File: src/rtl/buffer_save_reader.sv
// buffer_save_reader: streams a contiguous row range out of the buffer save read port to the save DMA.
// Latency: first beat READ_LATENCY+2 cycles after command accept; one row per cycle thereafter.
// Backpressure: out_ready low fills the local FIFO; issue stops when credit (free FIFO slots) runs out.
//
// Ports:
//   clk, rst                         rising-edge clock, synchronous active-high reset
//   cmd_valid/cmd_ready/cmd_addr/cmd_len   command handshake (accepted only in IDLE)
//   save_read_addr_valid/save_read_addr    registered read requests to the buffer
//   save_read_data_valid/save_read_data    fixed-latency returned rows (cannot be stalled)
//   out_valid/out_ready/out_data/out_last  row stream to the save DMA
//   done                             one-cycle pulse per completed command
//   err                              sticky flag for a return with nothing in flight
module buffer_save_reader #(
    parameter int BUFFER_ADDR_WIDTH = 11,
    parameter int BUFFER_DATA_WIDTH = 512,
    parameter int READ_LATENCY      = 4,
    parameter int FIFO_DEPTH        = 8
) (
    input  logic                         clk,
    input  logic                         rst,
    input  logic                         cmd_valid,
    output logic                         cmd_ready,
    input  logic [BUFFER_ADDR_WIDTH-1:0] cmd_addr,
    input  logic [BUFFER_ADDR_WIDTH:0]   cmd_len,
    output logic                         save_read_addr_valid,
    output logic [BUFFER_ADDR_WIDTH-1:0] save_read_addr,
    input  logic                         save_read_data_valid,
    input  logic [BUFFER_DATA_WIDTH-1:0] save_read_data,
    output logic                         out_valid,
    input  logic                         out_ready,
    output logic [BUFFER_DATA_WIDTH-1:0] out_data,
    output logic                         out_last,
    output logic                         done,
    output logic                         err
);
    localparam int AW = BUFFER_ADDR_WIDTH;
    localparam int LW = BUFFER_ADDR_WIDTH + 1;
    localparam int PW = $clog2(FIFO_DEPTH);
    localparam int CW = PW + 1;
    localparam int SW = CW + 1;
    localparam int QW = (READ_LATENCY < 1) ? 1 : $clog2(READ_LATENCY + 1);

    localparam logic [AW-1:0] ONE_A = AW'(1);
    localparam logic [LW-1:0] ONE_L = LW'(1);
    localparam logic [CW-1:0] ONE_C = CW'(1);
    localparam logic [PW-1:0] ONE_P = PW'(1);
    localparam logic [QW-1:0] ONE_Q = QW'(1);

    typedef enum logic [1:0] {
        IDLE  = 2'd0,
        ISSUE = 2'd1,
        DRAIN = 2'd2
    } state_t;

    state_t          state, state_nxt;
    logic [AW-1:0]   next_addr, next_addr_nxt;
    logic [LW-1:0]   remaining, remaining_nxt;
    logic [LW-1:0]   len_q, len_nxt;
    logic [LW-1:0]   beat_cnt;
    logic [CW-1:0]   inflight;
    logic [QW-1:0]   quiet_cnt;

    logic            cmd_accept;
    logic            issue;
    logic [AW-1:0]   issue_addr;
    logic            done_nxt;
    logic            has_credit;
    logic            quiet;
    logic            ret_accept;
    logic            ret_unexpected;
    logic            beat_xfer;

    // Return FIFO storage
    logic [BUFFER_DATA_WIDTH-1:0] fifo_mem [FIFO_DEPTH];
    logic [PW-1:0]                wr_ptr, rd_ptr;
    logic [CW-1:0]                fifo_count;
    logic                         fifo_empty;

    assign cmd_ready  = (state == IDLE) && !rst;
    assign cmd_accept = cmd_valid && cmd_ready;

    // Every slot is reserved at issue time, so a row landing in the FIFO
    // always has a home even though the buffer cannot be stalled.
    assign has_credit = ({1'b0, fifo_count} + {1'b0, inflight}) < SW'(FIFO_DEPTH);

    // Rows still travelling from before reset arrive during the quiet window
    // and are dropped without flagging an error.
    assign quiet          = (quiet_cnt != '0);
    assign ret_accept     = save_read_data_valid && !quiet && (inflight != '0);
    assign ret_unexpected = save_read_data_valid && !quiet && (inflight == '0);

    assign fifo_empty = (fifo_count == '0);
    assign out_valid  = !fifo_empty;
    assign out_data   = fifo_empty ? '0 : fifo_mem[rd_ptr];
    assign out_last   = out_valid && ((beat_cnt + ONE_L) == len_q);
    assign beat_xfer  = out_valid && out_ready;

    // Next-state, issue decision and done generation
    always_comb begin
        state_nxt     = state;
        next_addr_nxt = next_addr;
        remaining_nxt = remaining;
        len_nxt       = len_q;
        issue         = 1'b0;
        issue_addr    = next_addr;
        done_nxt      = 1'b0;

        case (state)
            IDLE: begin
                if (cmd_accept) begin
                    len_nxt = cmd_len;
                    if (cmd_len == '0) begin
                        done_nxt = 1'b1;
                    end else begin
                        // First read is launched in the accept cycle so the
                        // request register shows it the very next cycle.
                        issue         = 1'b1;
                        issue_addr    = cmd_addr;
                        next_addr_nxt = cmd_addr + ONE_A;
                        remaining_nxt = cmd_len - ONE_L;
                        state_nxt     = (cmd_len == ONE_L) ? DRAIN : ISSUE;
                    end
                end
            end
            ISSUE: begin
                if (has_credit) begin
                    issue         = 1'b1;
                    issue_addr    = next_addr;
                    next_addr_nxt = next_addr + ONE_A;
                    remaining_nxt = remaining - ONE_L;
                    if (remaining == ONE_L) begin
                        state_nxt = DRAIN;
                    end
                end
            end
            DRAIN: begin
                // The final beat is the last row of the command; once it
                // leaves, nothing is in flight and the FIFO is empty.
                if (beat_xfer && out_last) begin
                    state_nxt = IDLE;
                    done_nxt  = 1'b1;
                end
            end
            default: begin
                state_nxt = IDLE;
            end
        endcase
    end

    always_ff @(posedge clk) begin
        if (rst) begin
            state                <= IDLE;
            next_addr            <= '0;
            remaining            <= '0;
            len_q                <= '0;
            beat_cnt             <= '0;
            inflight             <= '0;
            quiet_cnt            <= QW'(READ_LATENCY);
            save_read_addr_valid <= 1'b0;
            save_read_addr       <= '0;
            done                 <= 1'b0;
            err                  <= 1'b0;
            wr_ptr               <= '0;
            rd_ptr               <= '0;
            fifo_count           <= '0;
        end else begin
            state                <= state_nxt;
            next_addr            <= next_addr_nxt;
            remaining            <= remaining_nxt;
            len_q                <= len_nxt;
            save_read_addr_valid <= issue;
            done                 <= done_nxt;

            if (issue) begin
                save_read_addr <= issue_addr;
            end

            // inflight counts reads from the decision cycle until their return
            case ({issue, ret_accept})
                2'b10:   inflight <= inflight + ONE_C;
                2'b01:   inflight <= inflight - ONE_C;
                default: inflight <= inflight;
            endcase

            if (quiet) begin
                quiet_cnt <= quiet_cnt - ONE_Q;
            end

            if (ret_unexpected) begin
                err <= 1'b1;
            end

            if (cmd_accept) begin
                beat_cnt <= '0;
            end else if (beat_xfer) begin
                beat_cnt <= beat_cnt + ONE_L;
            end

            if (ret_accept) begin
                wr_ptr <= wr_ptr + ONE_P;
            end
            if (beat_xfer) begin
                rd_ptr <= rd_ptr + ONE_P;
            end
            case ({ret_accept, beat_xfer})
                2'b10:   fifo_count <= fifo_count + ONE_C;
                2'b01:   fifo_count <= fifo_count - ONE_C;
                default: fifo_count <= fifo_count;
            endcase
        end
    end

    // Storage needs no reset; the count and pointers define what is valid.
    // A write into the slot being popped is safe: the head is read before the edge.
    always_ff @(posedge clk) begin
        if (ret_accept) begin
            fifo_mem[wr_ptr] <= save_read_data;
        end
    end

endmodule

File: config.mk
export PLATFORM = sky130hd
export DESIGN_NAME = buffer_save_reader
export DESIGN_NICKNAME = d
export VERILOG_FILES = /design/src/rtl/buffer_save_reader.sv
export SDC_FILE = /design/constraint.sdc
export NUM_CORES = 2
export LEC_CHECK = 0
export CAP_MARGIN = 10
export CELL_PAD_IN_SITES_DETAIL_PLACEMENT = 1
export CELL_PAD_IN_SITES_GLOBAL_PLACEMENT = 1
export CORE_ASPECT_RATIO = 1.75
export CORE_MARGIN = 8
export CORE_UTILIZATION = 56
export CTS_CLUSTER_SIZE = 8
export DETAILED_ROUTE_END_ITERATION = 8
export PLACE_DENSITY_LB_ADDON = 0.1
export SLEW_MARGIN = 25
export SYNTH_ARGS = -nofsm -noshare
export SYNTH_HDL_FRONTEND = slang
export SYNTH_SLANG_ARGS = --single-unit
File: constraint.sdc
create_clock -name clk -period 128 [get_ports clk]
set_input_delay 19.2 -clock clk [delete_from_list [all_inputs] [get_ports clk]]
set_output_delay 19.2 -clock clk [all_outputs]
set_load 0.005 [all_outputs]
# Word-level counts from Yosys, hierarchy flattened

Memories as Yosys holds them, arrays and structs flattened. A register that Yosys moved wholly into a read port is not among the register bits.
Index checks and enable logic that the tools add are counted.

Register bits: 80
Bits in writable memories: 4,096
Output and inout port bits: 529
Word-level logic and storage cells: 100
Memories: 1

Memory list:

| memory   | depth | bits a word | read ports | clocked after Yosys merged registers in | write ports | RTL line | source |
|---|---|---|---|---|---|---|---|
| fifo_mem | 8     | 512         | 1          | 1                                       | 1           | 74       | `logic [BUFFER_DATA_WIDTH-1:0] fifo_mem [FIFO_DEPTH];` |

$add $sub $neg: 13
$lt $le $gt $ge: 1
Equality and inequality tests: 14
Muxes and demuxes: 33
Reduce and logical (&&, ||, !) cells: 24

Operators with widths:

| kind                                                                 | count |
|---|---|
| 512-bit two-way mux                                                  | 1 |
| 11-bit two-way mux                                                   | 6 |
| 12-bit two-way mux                                                   | 3 |
| 12-bit by 1-bit == test with 1-bit output, second input constant     | 2 |
| 12-bit case mux with 2 select lines                                  | 1 |
| 12-bit by 1-bit subtractor with 12-bit output, second input constant | 2 |
| 11-bit by 1-bit adder with 11-bit output, second input constant      | 2 |
| 11-bit case mux with 2 select lines                                  | 1 |
| 4-bit case mux with 2 select lines                                   | 2 |
| 12-bit by 1-bit adder with 12-bit output, second input constant      | 1 |
| 12-bit == test                                                       | 1 |
| 12-bit zero test                                                     | 1 |
| 2-bit two-way mux                                                    | 6 |
| 2-bit inequality test, second input constant                         | 5 |
| 4-bit by 1-bit adder with 4-bit output, second input constant        | 2 |
| 1-bit logical AND                                                    | 8 |
| 4-bit zero test                                                      | 2 |
| 1-bit two-way mux                                                    | 8 |
| 4-bit by 1-bit subtractor with 4-bit output, second input constant   | 2 |
| 3-bit by 1-bit adder with 3-bit output, second input constant        | 2 |
| 2-bit by 1-bit == test with 1-bit output, second input constant      | 3 |
| 2-bit == test, second input constant                                 | 3 |
| 3-bit two-way mux                                                    | 2 |
| 2-bit case mux with 3 select lines                                   | 1 |
| 13 further kinds                                                     | 18 |

# Logic depth before layout (Yosys ltp)

Depth in word-level cells: 7
Mapped depth: 15

# Least setup slack after synthesis

OpenSTA, ideal clock, no wires.

Path type: input -> register
Start point: input save_read_data_valid
End point: memory fifo_mem[0][0], enable pin
Arrival time: 67,637 ps
Data required time: 125,362 ps
Slack: 57,724 ps
Cell stages on the path: 4
Buffers on the path: 1
Cells stage by stage: nand2_1 or2_2 clkbuf_1 nor4_1

Word-level cells in the longest chain between the ends: 4

Ends and longest elaborated chain:

| element                                 | RTL line | source |
|---|---|---|
| from (decl)                             | 27       | `input logic save_read_data_valid,` |
| 1-bit logical AND (2 in series)         | 89       | `assign ret_accept = save_read_data_valid && !quiet && (inflight != '0);` |
| 1-bit two-way mux                       | 216      | `if (ret_accept) begin` |
| 1-bit two-way mux (not written as such) | 217      | `fifo_mem[wr_ptr] <= save_read_data;` |
| to (decl)                               | 74       |  |

Every way passes these cells.

# Worst setup path after layout

Start point: input rst
End point: output cmd_ready

Word-level cells in the longest chain between the ends: 2

Ends and longest elaborated chain:

| element           | RTL line | source |
|---|---|---|
| from (decl)       | 20       | `input logic rst,` |
| 1-bit zero test   | 79       | `assign cmd_ready = (state == IDLE) && !rst;` |
| 1-bit logical AND | 79       |  |
| to (decl)         | 22       | `output logic cmd_ready,` |

Every way passes these cells.

==> key figures <==
Route
  • DRC errors left: 0
  • Routed len/inst: 33.9 µm
  • Vias per cell: 6.29
  • 1st-iter DRT viols: 7414
  • 1st-pass router iterations: 5
  • Final WL: 424000 µm
  • DRT antenna net count: 0
  • DR vias: 78850

Clock tree
  • CTS tree: yes
  • CTS sink cnt: 4179
  • Clk Latency, worst-skew pair: 930 ps
  • Htree depth: 6
  • Post-CTS Setup Bufs: 0
  • Total CTS buffers: 596
  • Root Driver: clkbuf_16
  • Clk pin slew, worst setup/hold paths: 50 ps
  • Hold-fix buffer count after cts: 0
  • Clk buf depth: 4
  • Resized Gates After CTS: 0

Timing
  • F_max: 25.1 MHz
  • Final hold vios: 0
  • Hold WS: 484 ps
  • Unrepaired setup endpoints after global routing: no
  • Slack of the critical path: 88120 ps
  • Slew headroom: 26.5%
  • Clk_skew: 29.7 ps
  • Fin Setup TNS: 0 ps
  • Worst-Margin Slew: 1100 ps
  • Minimum clock period: 39880 ps
  • Max-slew violation count: 0
  • Final period util: 31.2%
  • Final setup fails: 0

Logic synthesis
  • Post-Syn Area: 159000 µm²
  • Cells after synthesis: 7116
  • Syn Area/Cell: 22.4 µm²
  • #FFs+latches synth: 4179
  • Yosys cell types: 63
  • Primary FF master, synth: edfxtp_1
  • Yosys warnings: 0
  • Mapped Nets: 7677
  • Number of flops mapped to enable cells by yosys: 4096
  • Post-synthesis sequential area ratio: 78.2%
  • Ys async rst share: 0%

Floorplanning
  • # IOs: 1069
  • Die width: 419 µm
  • Row cnt: 259
  • Initial core utilization: 56.2%
  • Total core area: 284000 µm²
  • Die Y: 722 µm
  • Die area: 303000 µm²

Worst setup path
  • Required time of the worst setup path: 108800 ps
  • Kind of cell adding the most delay to the critical path: buffers and inverters
  • WS Path Type: in2out
  • Buffers & Inverters on Critical Path: 3
  • Slowest-stage cell, CP: clkdlybuf4s50_1
  • Worst-path maximum fanout: 72
  • Crit-path cells: buf_2, buf_4, nor3_1, clkdlybuf4s50_1
  • Critical path's largest stage delay: 610 ps
  • Nature of the critical path startpoint: input pin
  • Crit end category: output pin
  • Worst EP arrival: 20680 ps

Run
  • Number of max-cap violations: 0

Placed design
  • DP HPWL: 244000 µm
  • Post-place instance area: 175000 µm²
  • Input/output buffers: 1068
  • Gpl congestion: 0.757
  • Dpl ws: 88100 ps

Final layout
  • Final core occ: 67.3%
  • Share of cells above drive strength 1: 21.2%
  • Fin nets: 9097
  • Commonest non-fill, non-tap cell in the layout: edfxtp_1
  • Commonest cells after routing, fill and taps aside: edfxtp_1 (4096), clkdlybuf4s50_1 (1067), mux4_2 (1024)
  • Post-route cell area: 191000 µm²
  • # fillers: 21909
  • Area growth syn-to-layout: 19.8%

Power
  • VDD IR max: 0.0162 mV
  • Lkg Pwr: 57.8 nW
  • P per Cell Area: 17.0 nW/µm²

Global route
  • Overflow after GRT: 0
  • GR Util All Layers: 27.6%
  • Largest net degree at the start of global routing: 150
  • Global-route wire length before repair: 609000 µm
  • Initial antenna violation count: 157
  • Vias in the first global route: 86815

Run status
  • Status: completed

Worst hold path
  • HP Class: reg2reg
cell families (layout without fill, tap and decap cells):
family | Yosys count | count (layout) | share of synthesized area (%)
mux | 1555 | 1555 | 17.8
flops | 4179 | 4179 | 78.2
xor+xnor | 43 | 43 | 0.236
other cells | 0 | 114 | 0
compound gates | 148 | 148 | 0.571
fa+ha+maj | 21 | 21 | 0.174
buf+inv | 399 | 1915 | 0.975
simple gates | 771 | 771 | 1.99
state kept, by name, indices dropped and copies added (netlist names), named ones only:
name / flops
save_read_addr: 11
next_addr: 11
fifo_count: 4
fifo_mem: 4096
len_q: 12
quiet_cnt: 3
save_read_addr_valid: 1
wr_ptr: 3
beat_cnt: 12
inflight: 4
err: 1
done: 1
rd_ptr: 3
state: 2
remaining: 12
cells in the mapped netlist (17+ instances only):
cell type | instances | area [µm²]
xnor2_1 | 24 | 210
nand3_1 | 19 | 95.1
nand2_1 | 75 | 282
xor2_1 | 19 | 166
a21oi_1 | 49 | 245
ha_1 | 19 | 238
nor3_1 | 17 | 85.1
o21ai_0 | 31 | 155
edfxtp_1 | 4096 | 123000
buf_2 | 31 | 155
inv_1 | 19 | 71.3
o21ai_1 | 17 | 85.1
nand2b_1 | 19 | 119
nor2_1 | 582 | 2180
mux4_2 | 1024 | 23100
mux2i_1 | 527 | 5280
dfxtp_1 | 83 | 1660
buf_1 | 133 | 499
clkbuf_1 | 212 | 796
metal layers:
metal	routed length, µm	track usage, %	part of all wire [%]	vias up
li1	-	-	-	32322
met1	157000	34.3	37	42379
met2	212000	46.1	50	3224
met3	36300	7.58	8.6	833
met4	18400	11.8	4.3	92
met5	602	0	0.14	-
power breakdown:
| part | internal (mW) | leakage, nW | switching (mW) |
|---|---|---|---|
| clock network | 0.840 | 7.78 | 0.545 |
| logic | 0.159 | 12.6 | 0.175 |
| registers | 1.52 | 37.5 | 0.00678 |
| total | 2.52 | 57.8 | 0.727 |
area by class of cell:
class / count / area (µm²) / area share, %
Timing Repair Buffer: 1200 / 12100 / 6.33
Sequential cell: 4179 / 125000 / 65.3
Antenna cell: 114 / 285 / 0.149
Inverter: 21 / 81.3 / 0.0426
Multi-Input combinational cell: 2538 / 33200 / 17.4
Tap cell: 3784 / 4730 / 2.48
Clock inverter: 35 / 479 / 0.251
Clock buffer: 659 / 15400 / 8.08
final timing paths:
kind,start,endpoint,slack [ps],depth (start not counted)
min reg2reg,quiet_cnt[2],quiet_cnt[2],480,1
min,quiet_cnt[2],quiet_cnt[2],480,1
max,rst,cmd_ready,88120,4
max reg2reg,quiet_cnt[0],fifo_mem[4][51],123160,11
through the flow:
stage,instances,total power [mW]
6_report,12530,3.25
5_1_grt,12469,3.33
4_1_cts,12413,3.28
3_5_place_dp,11719,1.89
3_3_place_gp,11716,1.88
2_1_floorplan,7116,1.74
Note: power is estimated with default switching activity, not from simulation.
